## config.mk

```make
export PLATFORM = sky130hd
export DESIGN_NAME = bitrev_addr_gen
export DESIGN_NICKNAME = d
export VERILOG_FILES = /design/src/rtl/bitrev_addr_gen.sv
export SDC_FILE = /design/constraint.sdc
export NUM_CORES = 1
export LEC_CHECK = 0
export CORE_MARGIN = 2
export CORE_UTILIZATION = 52
export CTS_BUF_LIST = sky130_fd_sc_hd__clkbuf_8
export CTS_CLUSTER_DIAMETER = 60
export DETAILED_ROUTE_END_ITERATION = 7
export GPL_ROUTABILITY_DRIVEN = 0
export PLACE_DENSITY = 0.91
export SLEW_MARGIN = 20
export SYNTH_ARGS = -nofsm -noshare
export SYNTH_HDL_FRONTEND = slang
export SYNTH_SLANG_ARGS = --single-unit
```

## constraint.sdc

```tcl
create_clock -name clk -period 3.09 [get_ports clk]
set_input_delay 0.7725 -clock clk [delete_from_list [all_inputs] [get_ports clk]]
set_output_delay 0.7725 -clock clk [all_outputs]
set_load 0.1 [all_outputs]
```

## src/rtl/bitrev_addr_gen.sv

```systemverilog
// Per-frame address sequencer for the radix-2 FFT sample buffer.
// Streams 2^n addresses in natural or bit-reversed order over valid/ready.
module bitrev_addr_gen #(
    parameter int unsigned MAX_LOG2N    = 10,
    parameter bit          DEFAULT_MODE = 1'b1,
    localparam int unsigned LW          = $clog2(MAX_LOG2N + 1)
) (
    input  logic                 clk,
    input  logic                 rst,
    input  logic                 start,
    input  logic                 abort,
    input  logic                 cfg_override,
    input  logic [LW-1:0]        log2n_in,
    input  logic                 mode_in,
    output logic                 out_valid,
    input  logic                 out_ready,
    output logic [MAX_LOG2N-1:0] addr,
    output logic [MAX_LOG2N-1:0] count,
    output logic                 out_last,
    output logic                 busy,
    output logic                 done,
    output logic [LW-1:0]        cfg_log2n
);

    typedef enum logic {
        IDLE = 1'b0,
        RUN  = 1'b1
    } state_t;

    state_t               state;
    state_t               state_nxt;
    logic [MAX_LOG2N-1:0] count_nxt;
    logic [LW-1:0]        log2n_nxt;
    logic [LW-1:0]        log2n_clamped;
    logic                 mode_q;
    logic                 mode_nxt;
    logic                 valid_nxt;
    logic                 done_nxt;
    logic [MAX_LOG2N-1:0] count_max;
    logic [MAX_LOG2N-1:0] rev_full;
    logic [LW-1:0]        shamt;
    logic                 is_last;
    logic                 fire;

    // Exponent clamp into the legal range 1..MAX_LOG2N
    always_comb begin
        log2n_clamped = log2n_in;
        if (log2n_in == '0) begin
            log2n_clamped = LW'(1);
        end else if (log2n_in > LW'(MAX_LOG2N)) begin
            log2n_clamped = LW'(MAX_LOG2N);
        end
    end

    // Terminal count 2^n-1 as a low-bit mask; reversal across full width then
    // shifted down so it spans only the latched n bits.
    always_comb begin
        count_max = '0;
        rev_full  = '0;
        for (int i = 0; i < int'(MAX_LOG2N); i++) begin
            count_max[i] = (i < int'(cfg_log2n));
            rev_full[i]  = count[int'(MAX_LOG2N) - 1 - i];
        end
    end

    assign shamt    = LW'(MAX_LOG2N) - cfg_log2n;
    assign addr     = mode_q ? (rev_full >> shamt) : count;
    assign is_last  = (count == count_max);
    assign out_last = out_valid && is_last;
    assign fire     = out_valid && out_ready;
    assign busy     = (state == RUN);

    always_ff @(posedge clk or posedge rst) begin
        if (rst) begin
            state     <= IDLE;
            out_valid <= 1'b0;
            done      <= 1'b0;
            count     <= '0;
            cfg_log2n <= '0;
            mode_q    <= 1'b0;
        end else begin
            state     <= state_nxt;
            out_valid <= valid_nxt;
            done      <= done_nxt;
            count     <= count_nxt;
            cfg_log2n <= log2n_nxt;
            mode_q    <= mode_nxt;
        end
    end

    always_comb begin
        state_nxt = state;
        valid_nxt = out_valid;
        done_nxt  = 1'b0;
        count_nxt = count;
        log2n_nxt = cfg_log2n;
        mode_nxt  = mode_q;
        unique case (state)
            IDLE: begin
                if (start && !abort) begin
                    state_nxt = RUN;
                    valid_nxt = 1'b1;
                    count_nxt = '0;
                    log2n_nxt = log2n_clamped;
                    mode_nxt  = cfg_override ? mode_in : DEFAULT_MODE;
                end
            end
            RUN: begin
                // Abort outranks a same-cycle final transfer: no done pulse
                if (abort) begin
                    state_nxt = IDLE;
                    valid_nxt = 1'b0;
                    count_nxt = '0;
                end else if (fire) begin
                    if (is_last) begin
                        state_nxt = IDLE;
                        valid_nxt = 1'b0;
                        count_nxt = '0;
                        done_nxt  = 1'b1;
                    end else begin
                        count_nxt = count + MAX_LOG2N'(1);
                    end
                end
            end
            default: begin
                state_nxt = IDLE;
                valid_nxt = 1'b0;
            end
        endcase
    end

endmodule
```

==> out/qor.tcl, run 1 <==
set qor(maxSlewHeadroom_pct) 50.7
set qor(insertedDiodeCount) 0
set qor(tns_ns) 0
set qor(worst-setup-path-type) {register to output port}
set qor(final_layout_size_suffix_gt1_share_pct) 33.8
set qor(power_switching_mw) 0.739
set qor(drt_iter0_drc) 134
set qor(die_h_um) 62.0
set qor(critical_path_required_ns) 2.32
set qor(power_report.internal_total_mw) 0.727
set qor(grt_antenna_before_repair) 0
set qor(power_frac_seq_pct) 21.4
set qor(leakagePower_nw) 1.01
set qor(io-pin-count) 39
set qor(crit_start) {cfg_log2n[0]$_DFFE_PP0P_}
set qor(post-synth-top-area-fraction_pct) 25.7
set qor(port-buffer-count) 38
set qor(finish.instance_area_um2) 2560
set qor(post-dp-hpwl_um) 3470
set qor(clockBufferDepth) 2
set qor(postPlaceCellArea_um2) 2370
set qor(yosysSeqAreaShare_pct) 25.7
set qor(startpoint_type) {register}
set qor(drt.antenna.violating_nets) 0
set qor(worstHoldPathType) {register to register}
set qor(postSynthRegisterBits) 18
set qor(post_route_worst_hold_slack_ns) 0.586
set qor(start_util_pct) 53.3
set qor(vias_per_cell) 6.27
set qor(crit-reg2reg-launch) {cfg_log2n[0]$_DFFE_PP0P_}
set qor(status) {complete, no violations}
set qor(r2r.worst_path.cells) 9
set qor(switching_share_pct) 50.4
set qor(die_w_um) 62.0
set qor(fillers) 202
set qor(clock_insertion_delay_worst_skew_ns) 0.26
set qor(placeableCoreArea_um2) 3280
set qor(yosys_warnings) 0
set qor(period_needed_ns) 3.09
set qor(irDropWorstVdd_mv) 0.337
set qor(drt_drc_violations_left) 0
set qor(postSynth.asyncResetShare_pct) 100
set qor(power.total_mw) 1.47
set qor(setup_viol) 0
set qor(drt_pass1_iterations) 6
set qor(num_rows) 21
set qor(dpl_worst_slack_ns) 0.159
set qor(finClkSkew_ns) 0.00462
set qor(hold_viol) 0
set qor(synth.area.top_cells) {sky130_fd_sc_hd__dfrtp_1 26%, sky130_fd_sc_hd__nand2_1 5.8%, sky130_fd_sc_hd__mux2i_1 4.6%, sky130_fd_sc_hd__o31ai_2 3.6%, sky130_fd_sc_hd__a21oi_1 3.4%}
set qor(tritoncts) {yes}
set qor(grt.overflow.total) 0
set qor(layout.nets) 281
set qor(numClockSinks) 18
set qor(postSynth.topFlopCell) {sky130_fd_sc_hd__dfrtp_1}
set qor(synth-edff-count) 0
set qor(post-place-cells) 295
set qor(ys_types) 54
set qor(avgSynthCellArea_um2) 7.82
set qor(grt_pass1_vias) 1736
set qor(mappedNetlistNets) 238
set qor(worst-r2r-setup-slack_ns) 0.68
set qor(crit-reg2reg-capture) {count[6]$_DFFE_PP0P_}
set qor(clkPwrFrac_pct) 13.5
set qor(drt_wl_total_um) 5520
set qor(cp.arrival_ns) 2.31
set qor(final_util_pct) 78.0
set qor(min_period_over_period_pct) 99.9
set qor(cap_violations) 0
set qor(wirelength_per_cell_um) 17.7
set qor(area_growth_syn_to_layout_pct) 46.2
set qor(route.vias.total) 1957
set qor(power-per-cell-area_nw_per_um2) 572
set qor(non_filler_cells_in_the_finished_layout) 312
set qor(cts_buffers) 3
set qor(maxClockFrequency_mhz) 324
set qor(timing.final.max_slew_violations) 0
set qor(grt_first_pass_wirelength_um) 8060
set qor(grt_usage_pct) 28.2
set qor(htreeDepth) 1
set qor(worstPathMaxFanout) 15
set qor(design.die.area_um2) 3850
set qor(syn-instance-count) 224
set qor(maximum_number_of_pins_on_one_net_before_global_route_repair) 19
set qor(clk_transition_reported_paths_ns) 0.07
set qor(syn-cell-area_um2) 1750
set qor(clock-root-buffer) {sky130_fd_sc_hd__clkbuf_8}
set qor(pwr-share-comb_pct) 65.1
set qor(timing.critical_path.to) {addr[1]}
set qor(top_cell_type_by_total_area_after_synthesis) {sky130_fd_sc_hd__dfrtp_1}
set qor(tightest_slew_ns) 0.738
set qor(worstSetupEndpointType) {output port}
set qor(post-route-worst-setup-slack_ns) 0.00350
[power by group through the flow]
stage / logic (mW) / clock network (mW) / registers, mW
final: 0.955 / 0.198 / 0.313
after global routing: 0.994 / 0.204 / 0.316
after CTS: 0.884 / 0.196 / 0.308
after detailed placement: 0.838 / 0 / 0.316
after global placement: 0.826 / 0 / 0.314
after floorplan: 0.541 / 0 / 0.409
[layer usage]
metal	wire length (µm)	vias up	track usage (%)
met2	2890	105	49.1
li1	-	886	-
met1	2170	940	36.8
met5	0	-	0
met3	325	26	2.28
met4	131	0	9.12
[state kept, by name (all words and copies together) (netlist names)]
signal / count
cfg_log2n: 4
busy: 1
done: 1
count: 10
mode_q: 1
out_valid: 1
[worst max-delay path, cell delays in order (launching register included)]
cell	delay [ns]
sky130_fd_sc_hd__dfrtp_4	0.50
sky130_fd_sc_hd__buf_4	0.20
sky130_fd_sc_hd__ha_2	0.23
sky130_fd_sc_hd__xnor2_1	0.14
sky130_fd_sc_hd__buf_4	0.18
sky130_fd_sc_hd__nor3b_1	0.37
sky130_fd_sc_hd__a21oi_4	0.07
sky130_fd_sc_hd__a21oi_4	0.16
sky130_fd_sc_hd__buf_12	0.19
[Yosys cell counts (2+ instances only)]
cell type,count
sky130_fd_sc_hd__nor3b_1,2
sky130_fd_sc_hd__dfrtp_1,18
sky130_fd_sc_hd__mux2_1,2
sky130_fd_sc_hd__o31ai_2,5
sky130_fd_sc_hd__inv_1,14
sky130_fd_sc_hd__and2_1,3
sky130_fd_sc_hd__clkbuf_1,6
sky130_fd_sc_hd__a21oi_1,12
sky130_fd_sc_hd__nor3_1,4
sky130_fd_sc_hd__and3_1,4
sky130_fd_sc_hd__o211ai_1,2
sky130_fd_sc_hd__a31oi_1,6
sky130_fd_sc_hd__nand2b_1,2
sky130_fd_sc_hd__mux2_2,3
sky130_fd_sc_hd__o21ai_0,5
sky130_fd_sc_hd__nand3_1,10
sky130_fd_sc_hd__mux2i_1,8
sky130_fd_sc_hd__nor2_1,15
sky130_fd_sc_hd__o21ai_1,9
sky130_fd_sc_hd__nand4_1,4
sky130_fd_sc_hd__buf_2,10
sky130_fd_sc_hd__a211oi_1,2
sky130_fd_sc_hd__nor2b_1,4
sky130_fd_sc_hd__o31ai_1,3
sky130_fd_sc_hd__nor3b_2,2
sky130_fd_sc_hd__xnor2_1,4
sky130_fd_sc_hd__buf_6,2
sky130_fd_sc_hd__nand2_1,27
sky130_fd_sc_hd__ha_1,3
sky130_fd_sc_hd__o22ai_1,9
[final cells by class]
| type | count | area (µm²) | share of cell area [%] |
|---|---|---|---|
| multi-input combinational | 171 | 1320 | 51.7 |
| timing repair buffer | 58 | 598 | 23.4 |
| clock buffer | 4 | 55.1 | 2.15 |
| sequential | 18 | 463 | 18.1 |
| tap | 46 | 57.6 | 2.25 |
| inverter | 15 | 63.8 | 2.49 |
[timing repair]
item / in CTS / in global routing
buffers inserted: 6 / 7
hold endpoints to repair: 0 / 0
setup endpoints to repair: 5 / 6
pin swaps: 1 / 2
hold buffers: 0 / 0
gates resized for setup: 3 / 10
[layout by cell type, fill, tap and decap left out, drive strengths merged, types with 4 or more instances in the layout]
master	instances
a21oi	12
a31oi	7
and3	4
buf	48
clkbuf	4
clkdlybuf4s50	10
dfrtp	18
inv	15
mux2	5
mux2i	8
nand2	27
nand3	10
nand4	6
nor2	15
nor2b	4
nor3	4
nor3b	4
o21ai	14
o22ai	9
o31ai	8
xnor2	4
[cell families (layout without fill, tap and decap cells)]
group                      after synthesis  count (layout)  share of synthesized area [%]
AOI/OAI and AO/OA                       62              62                           25.1
xor gates and xnor gates                 5               5                           2.50
adders and majority gates                3               3                           2.14
buffers and inverters                   35              77                           9.14
DFF                                     18              18                           25.7
muxes                                   13              13                           7.79
and+or+nand+nor                         88              88                           27.6
[how the worst min path moves through the flow]
stage	end	from	slack, ns	cells after the start
finish	out_valid$_DFFE_PP0P_	out_valid$_DFFE_PP0P_	0.59	2
global route	out_valid$_DFFE_PP0P_	out_valid$_DFFE_PP0P_	0.61	2
floorplan	mode_q$_DFFE_PP0P_	mode_q$_DFFE_PP0P_	0.60	2
detailed placement	out_valid$_DFFE_PP0P_	out_valid$_DFFE_PP0P_	0.57	2
CTS	out_valid$_DFFE_PP0P_	out_valid$_DFFE_PP0P_	0.59	2
global placement	out_valid$_DFFE_PP0P_	out_valid$_DFFE_PP0P_	0.56	2
No activity file was read; power rests on OpenSTA's default activity.
==> run 2, diff against run 1 <==
- CORE_UTILIZATION: 52 -> 59
- DONT_BUFFER_PORTS: default -> 1
- PLACE_DENSITY: 0.91 -> 0.84
==> run 2 against run 1 <==
Via count down 2.7%. Clock-buffer cell count unchanged. Worst setup slack better by 0.012 ns. Utilization rose by 8.9 points. Routed wire length is essentially flat. Non-clock buffer count fell by 17. First-iteration DRC count rose by 2.2%. Combinational power decreased by 2%. Maximum frequency up 0.39%. Largest power group unchanged. Highest routed layer unchanged.
==> out/qor.tcl, run 2 (synthesized netlist as in run 1, its figures left out) <==
set qor(die_h_um) 58.5
set qor(grt_pass1_vias) 1832
set qor(num_rows) 19
set qor(start_util_pct) 63.0
set qor(largest-register) {count}
set qor(layout.nets) 264
set qor(cap_violations) 0
set qor(die_w_um) 58.5
set qor(tightest_slew_ns) 0.974
set qor(placeableCoreArea_um2) 2780
set qor(insertedDiodeCount) 0
set qor(cts_hold_repair.buffers) 0
set qor(clock-root-buffer) {sky130_fd_sc_hd__clkbuf_8}
set qor(crit-reg2reg-capture) {count[3]$_DFFE_PP0P_}
set qor(reg_top3) {count (10), cfg_log2n (4)}
set qor(hold_viol) 0
set qor(grt_setup_unrepaired) {true}
set qor(tritoncts) {yes}
set qor(clockBufferDepth) 2
set qor(maxSlewHeadroom_pct) 35.0
set qor(period_needed_ns) 3.07
set qor(post-route-worst-setup-slack_ns) 0.0156
set qor(drt_wl_total_um) 5520
set qor(min_period_over_period_pct) 99.5
set qor(drt.antenna.violating_nets) 0
set qor(io-pin-count) 39
set qor(timing.final.max_slew_violations) 0
set qor(leakagePower_nw) 0.943
set qor(worstPathMaxFanout) 6
set qor(status) {complete, no violations}
set qor(power.total_mw) 1.44
set qor(clock_insertion_delay_worst_skew_ns) 0.26
set qor(crit-reg2reg-launch) {cfg_log2n[0]$_DFFE_PP0P_}
set qor(setup_viol) 0
set qor(worstSetupEndpointType) {output port}
set qor(maxClockFrequency_mhz) 325
set qor(clk_transition_reported_paths_ns) 0.07
set qor(worst-setup-path-type) {register to output port}
set qor(post-dp-hpwl_um) 3620
set qor(numClockSinks) 18
set qor(finClkSkew_ns) 0.00382
set qor(worstHoldPathType) {input port to asynchronous set/reset pin}
set qor(post_route_worst_hold_slack_ns) 0.512
set qor(htreeDepth) 1
set qor(critical_path_required_ns) 2.32
set qor(wirelength_per_cell_um) 19.7
set qor(power-per-cell-area_nw_per_um2) 596
set qor(drt_drc_violations_left) 0
set qor(mostFrequentLayoutCells) {29 x sky130_fd_sc_hd__buf_4, 26 x sky130_fd_sc_hd__nand2_1, 14 x sky130_fd_sc_hd__nor2_1, 14 x sky130_fd_sc_hd__dfrtp_1, 13 x sky130_fd_sc_hd__inv_1}
set qor(grt.overflow.total) 0
set qor(highest_utilization_routing_layer_at_the_global_route_stage) {met2}
set qor(layout.cells.most_common) {sky130_fd_sc_hd__buf_4}
set qor(largest_reg_flops) 10
set qor(route.vias.total) 1904
set qor(grt_usage_pct) 33.2
set qor(maximum_number_of_pins_on_one_net_before_global_route_repair) 19
set qor(area_growth_syn_to_layout_pct) 38.0
set qor(use_met2_pct) 56.5
set qor(cts_buffers) 3
set qor(startpoint_type) {register}
set qor(worst-r2r-setup-slack_ns) 0.63
set qor(groute.layer.met3.usage_pct) 5.05
set qor(cp.arrival_ns) 2.30
set qor(drt_pass1_iterations) 5
set qor(drt_iter0_drc) 137
set qor(irDropWorstVdd_mv) 0.592
set qor(final_layout_size_suffix_gt1_share_pct) 36.1
set qor(grt_first_pass_wirelength_um) 8840
set qor(use_met1_pct) 42.5
set qor(grt_antenna_before_repair) 0
set qor(design.die.area_um2) 3420
set qor(r2r.worst_path.cells) 9
set qor(port-buffer-count) 0
set qor(vias_per_cell) 6.80
set qor(dpl_worst_slack_ns) 0.120
==> run 2: worst max path at each step <==
stage,from,to,slack (ns)
after floorplan,count[2]$_DFFE_PP0P_,addr[1],-0.08
after global placement,cfg_log2n[1]$_DFFE_PP0P_,addr[1],0.21
after detailed placement,cfg_log2n[1]$_DFFE_PP0P_,addr[1],0.12
after CTS,cfg_log2n[0]$_DFFE_PP0P_,out_last,0.003
after global routing,cfg_log2n[0]$_DFFE_PP0P_,addr[2],-0.08
final,cfg_log2n[0]$_DFFE_PP0P_,addr[2],0.02
==> run 2: power by group <==
part | internal, mW | total (mW) | switching (mW)
clock network | 0.113 | 0.198 | 0.0848
registers | 0.259 | 0.306 | 0.0472
logic | 0.329 | 0.936 | 0.607
==> run 2: worst max-delay path, cell delays in order, from the launching register on <==
cell	delay, ns
sky130_fd_sc_hd__dfrtp_4	0.46
sky130_fd_sc_hd__inv_8	0.04
sky130_fd_sc_hd__ha_4	0.30
sky130_fd_sc_hd__buf_12	0.13
sky130_fd_sc_hd__mux2i_1	0.28
sky130_fd_sc_hd__nand2_1	0.11
sky130_fd_sc_hd__nand2_1	0.15
sky130_fd_sc_hd__nor2_1	0.08
sky130_fd_sc_hd__a31oi_2	0.21
sky130_fd_sc_hd__o22ai_4	0.10
sky130_fd_sc_hd__buf_12	0.17
==> run 2: final cells by class <==
cell class	instances	area (µm²)
Sequential cell	18	463
Tap cell	31	38.8
Timing Repair Buffer	41	449
Fill cell	141	364
Clock buffer	4	55.1
Inverter	15	63.8
Multi-Input combinational cell	171	1350
==> run 2: metal layers <==
metal | vias up | wire length [µm] | share of wire, %
li1 | 858 | - | -
met1 | 926 | 2170 | 39
met2 | 103 | 2840 | 51
met3 | 17 | 381 | 6.9
met4 | 0 | 132 | 2.4
met5 | - | 0 | 0
==> run 2: stage by stage <==
step	std cells	utilization [%]	TNS [ns]	instance area, µm²
after floorplan	224	-	-0.0827	1920
after global placement	264	78.8	0	2190
after detailed placement	264	78.8	0	2190
after CTS	277	84.1	0	2340
after global routing	280	86.9	-0.263	2420
final	280	86.9	0	2420
==> run 2: timing repair <==
item                       in CTS  in global routing
pin swaps                       3                  3
cloned                          0                  0
setup buffers                   9                  3
gates resized for setup         4                 14
setup endpoints to repair       7                  6
==> run 3, diff against run 2 <==
- MAX_ROUTING_LAYER: default -> met4
- PLACE_DENSITY: 0.84 -> 0.87
- clock period: 3.09 -> 2.7 ns (I/O delays scaled with it)
==> run 3 against run 2 <==
The run now ends with setup timing left. Final area increased by 2.5%. Global-route usage increased by 8.3 points. First-iteration DRC count increased by 52%. Cell count increased by 0.71%. Sequential cell count unchanged. Largest cell class unchanged.
==> out/qor.tcl, run 3 (synthesized netlist as in run 1, its figures left out) <==
set qor(clk_transition_reported_paths_ns) 0.07
set qor(maximum_number_of_pins_on_one_net_before_global_route_repair) 19
set qor(reg_top3) {count (10), cfg_log2n (4)}
set qor(grt_setup_unrepaired) {true}
set qor(fillers) 122
set qor(grt.overflow.total) 0
set qor(ff_latch_area_um2) 472
set qor(power-per-cell-area_nw_per_um2) 670
set qor(tns_ns) -2.04
set qor(clock-root-buffer) {sky130_fd_sc_hd__clkbuf_8}
set qor(drt_pass1_iterations) 7
set qor(design.die.area_um2) 3420
set qor(worstHoldPathType) {input port to asynchronous set/reset pin}
set qor(min_period_over_period_pct) 110
set qor(grt_first_pass_wirelength_um) 10200
set qor(drt_drc_violations_left) 0
set qor(post-route-worst-setup-slack_ns) -0.268
set qor(htreeDepth) 1
set qor(startpoint_type) {register}
set qor(grt_pass1_vias) 2100
set qor(tightest_slew_ns) 0.860
set qor(worst_path_cell_chain) {inv_4, ha_4, buf_6, mux2i_1, nand2_1, nand2_2, nor2_1, a31oi_2, o22ai_4, buf_12}
set qor(start_util_pct) 63.0
set qor(route.vias.total) 2109
set qor(worstPathBufferInverterCount) 3
set qor(violations_in_the_final_reports) {setup timing}
set qor(insertedDiodeCount) 0
set qor(cap_violations) 0
set qor(worst-setup-path-type) {register to output port}
set qor(tritoncts) {yes}
set qor(drt_wl_total_um) 6510
set qor(die_h_um) 58.5
set qor(finClkSkew_ns) 0.00176
set qor(largest-register) {count}
set qor(power_report.internal_total_mw) 0.782
set qor(status) {finished with violations}
set qor(die_w_um) 58.5
set qor(clkPwrFrac_pct) 12.0
set qor(placeableCoreArea_um2) 2780
set qor(drt_iter0_drc) 208
set qor(cts_buffers) 3
set qor(numClockSinks) 18
set qor(clockBufferDepth) 2
set qor(hold_viol) 0
set qor(setup_viol) 11
set qor(layout.cells.most_common) {sky130_fd_sc_hd__buf_4}
set qor(irDropWorstVdd_mv) 0.697
set qor(num_rows) 19
set qor(multi_input_comb_area_um2) 1400
set qor(power_frac_seq_pct) 21.4
set qor(cpMaxStageDelayCell) {sky130_fd_sc_hd__dfrtp_4}
set qor(post-dp-hpwl_um) 4010
set qor(area_growth_syn_to_layout_pct) 41.5
set qor(power_switching_mw) 0.879
set qor(port-buffer-count) 0
set qor(pwr-share-comb_pct) 66.6
set qor(worstPathMaxFanout) 6
set qor(maxSlewHeadroom_pct) 42.7
set qor(io-pin-count) 39
set qor(maxClockFrequency_mhz) 337
set qor(wirelength_per_cell_um) 23.1
set qor(largest_reg_flops) 10
set qor(power.total_mw) 1.66
set qor(cp.arrival_ns) 2.29
set qor(switching_share_pct) 52.9
set qor(critical-path-top-delay-family) {flip-flops}
set qor(worstSetupEndpointType) {output port}
set qor(leakagePower_nw) 0.940
set qor(mostFrequentLayoutCells) {27 x sky130_fd_sc_hd__buf_4, 25 x sky130_fd_sc_hd__nand2_1, 14 x sky130_fd_sc_hd__inv_1, 14 x sky130_fd_sc_hd__nor2_1, 10 x sky130_fd_sc_hd__buf_12}
set qor(vias_per_cell) 7.48
set qor(period_needed_ns) 2.97
set qor(stage_delay_of_the_slowest_cell_on_the_critical_path_ns) 0.44
set qor(grt_usage_pct) 41.5
set qor(final_layout_size_suffix_gt1_share_pct) 41.8
set qor(clock_insertion_delay_worst_skew_ns) 0.26
set qor(drt.antenna.violating_nets) 0
set qor(critical_path_required_ns) 2.03
set qor(timing.final.max_slew_violations) 0
set qor(grt_antenna_before_repair) 0
set qor(layout.nets) 266
==> run 3: stage by stage <==
step / setup slack [ns] / hold WS, ns / std cells / util (%) / area (µm²)
after floorplan: -0.248 / 0.599 / 224 / - / 1970
after global placement: 0.0560 / 0.559 / 269 / 82.0 / 2280
after detailed placement: -0.0357 / 0.567 / 269 / 82.0 / 2280
after CTS: -0.199 / 0.432 / 281 / 87.7 / 2440
after global routing: -0.451 / 0.476 / 282 / 89.1 / 2480
final: -0.268 / 0.411 / 282 / 89.1 / 2480
==> run 3: layer usage <==
layer | vias up | track usage, % | wire (µm)
met5 | - | - | 0
met4 | 0 | 23.9 | 517
met3 | 60 | 11.0 | 719
met2 | 191 | 64.7 | 3090
met1 | 992 | 48.0 | 2180
li1 | 866 | - | -
==> run 3: repair_timing <==
action                     in CTS  in global routing
buffers inserted                8                  1
hold buffers                    0                  0
setup endpoints to repair      11                 11
pin swaps                       6                  5
gates resized for setup        17                  8
==> run 3: cell type report <==
cell class,count,share of cell area [%]
Clock buffer,3,1.67
Sequential cell,18,19.0
Multi-Input combinational cell,171,56.5
Inverter,15,2.47
Clock inverter,1,0.151
Timing Repair Buffer,43,18.6
Tap cell,31,1.56
==> run 3: path summary, 6_finish.rpt <==
path / start / endpoint / slack [ns] / cells past startpoint
min in group clk: cfg_override / mode_q$_DFFE_PP0P_ / 0.51 / 1
worst min-delay path: rst / count[5]$_DFFE_PP0P_ / 0.41 / 1
worst max-delay path: cfg_log2n[0]$_DFFE_PP0P_ / addr[2] / -0.27 / 10
worst max register to register: cfg_log2n[0]$_DFFE_PP0P_ / count[4]$_DFFE_PP0P_ / 0.10 / 11
worst min register to register: out_valid$_DFFE_PP0P_ / out_valid$_DFFE_PP0P_ / 0.59 / 2
max in group asynchronous: rst / cfg_log2n[0]$_DFFE_PP0P_ / 1.77 / 1
==> run 3: power by group through the flow <==
stage	clock network, mW	registers (mW)	logic, mW
2_1_floorplan	0	0.469	0.648
3_3_place_gp	0	0.351	0.944
3_5_place_dp	0	0.354	0.978
4_1_cts	0.197	0.351	1.06
5_1_grt	0.202	0.359	1.15
6_report	0.199	0.356	1.11
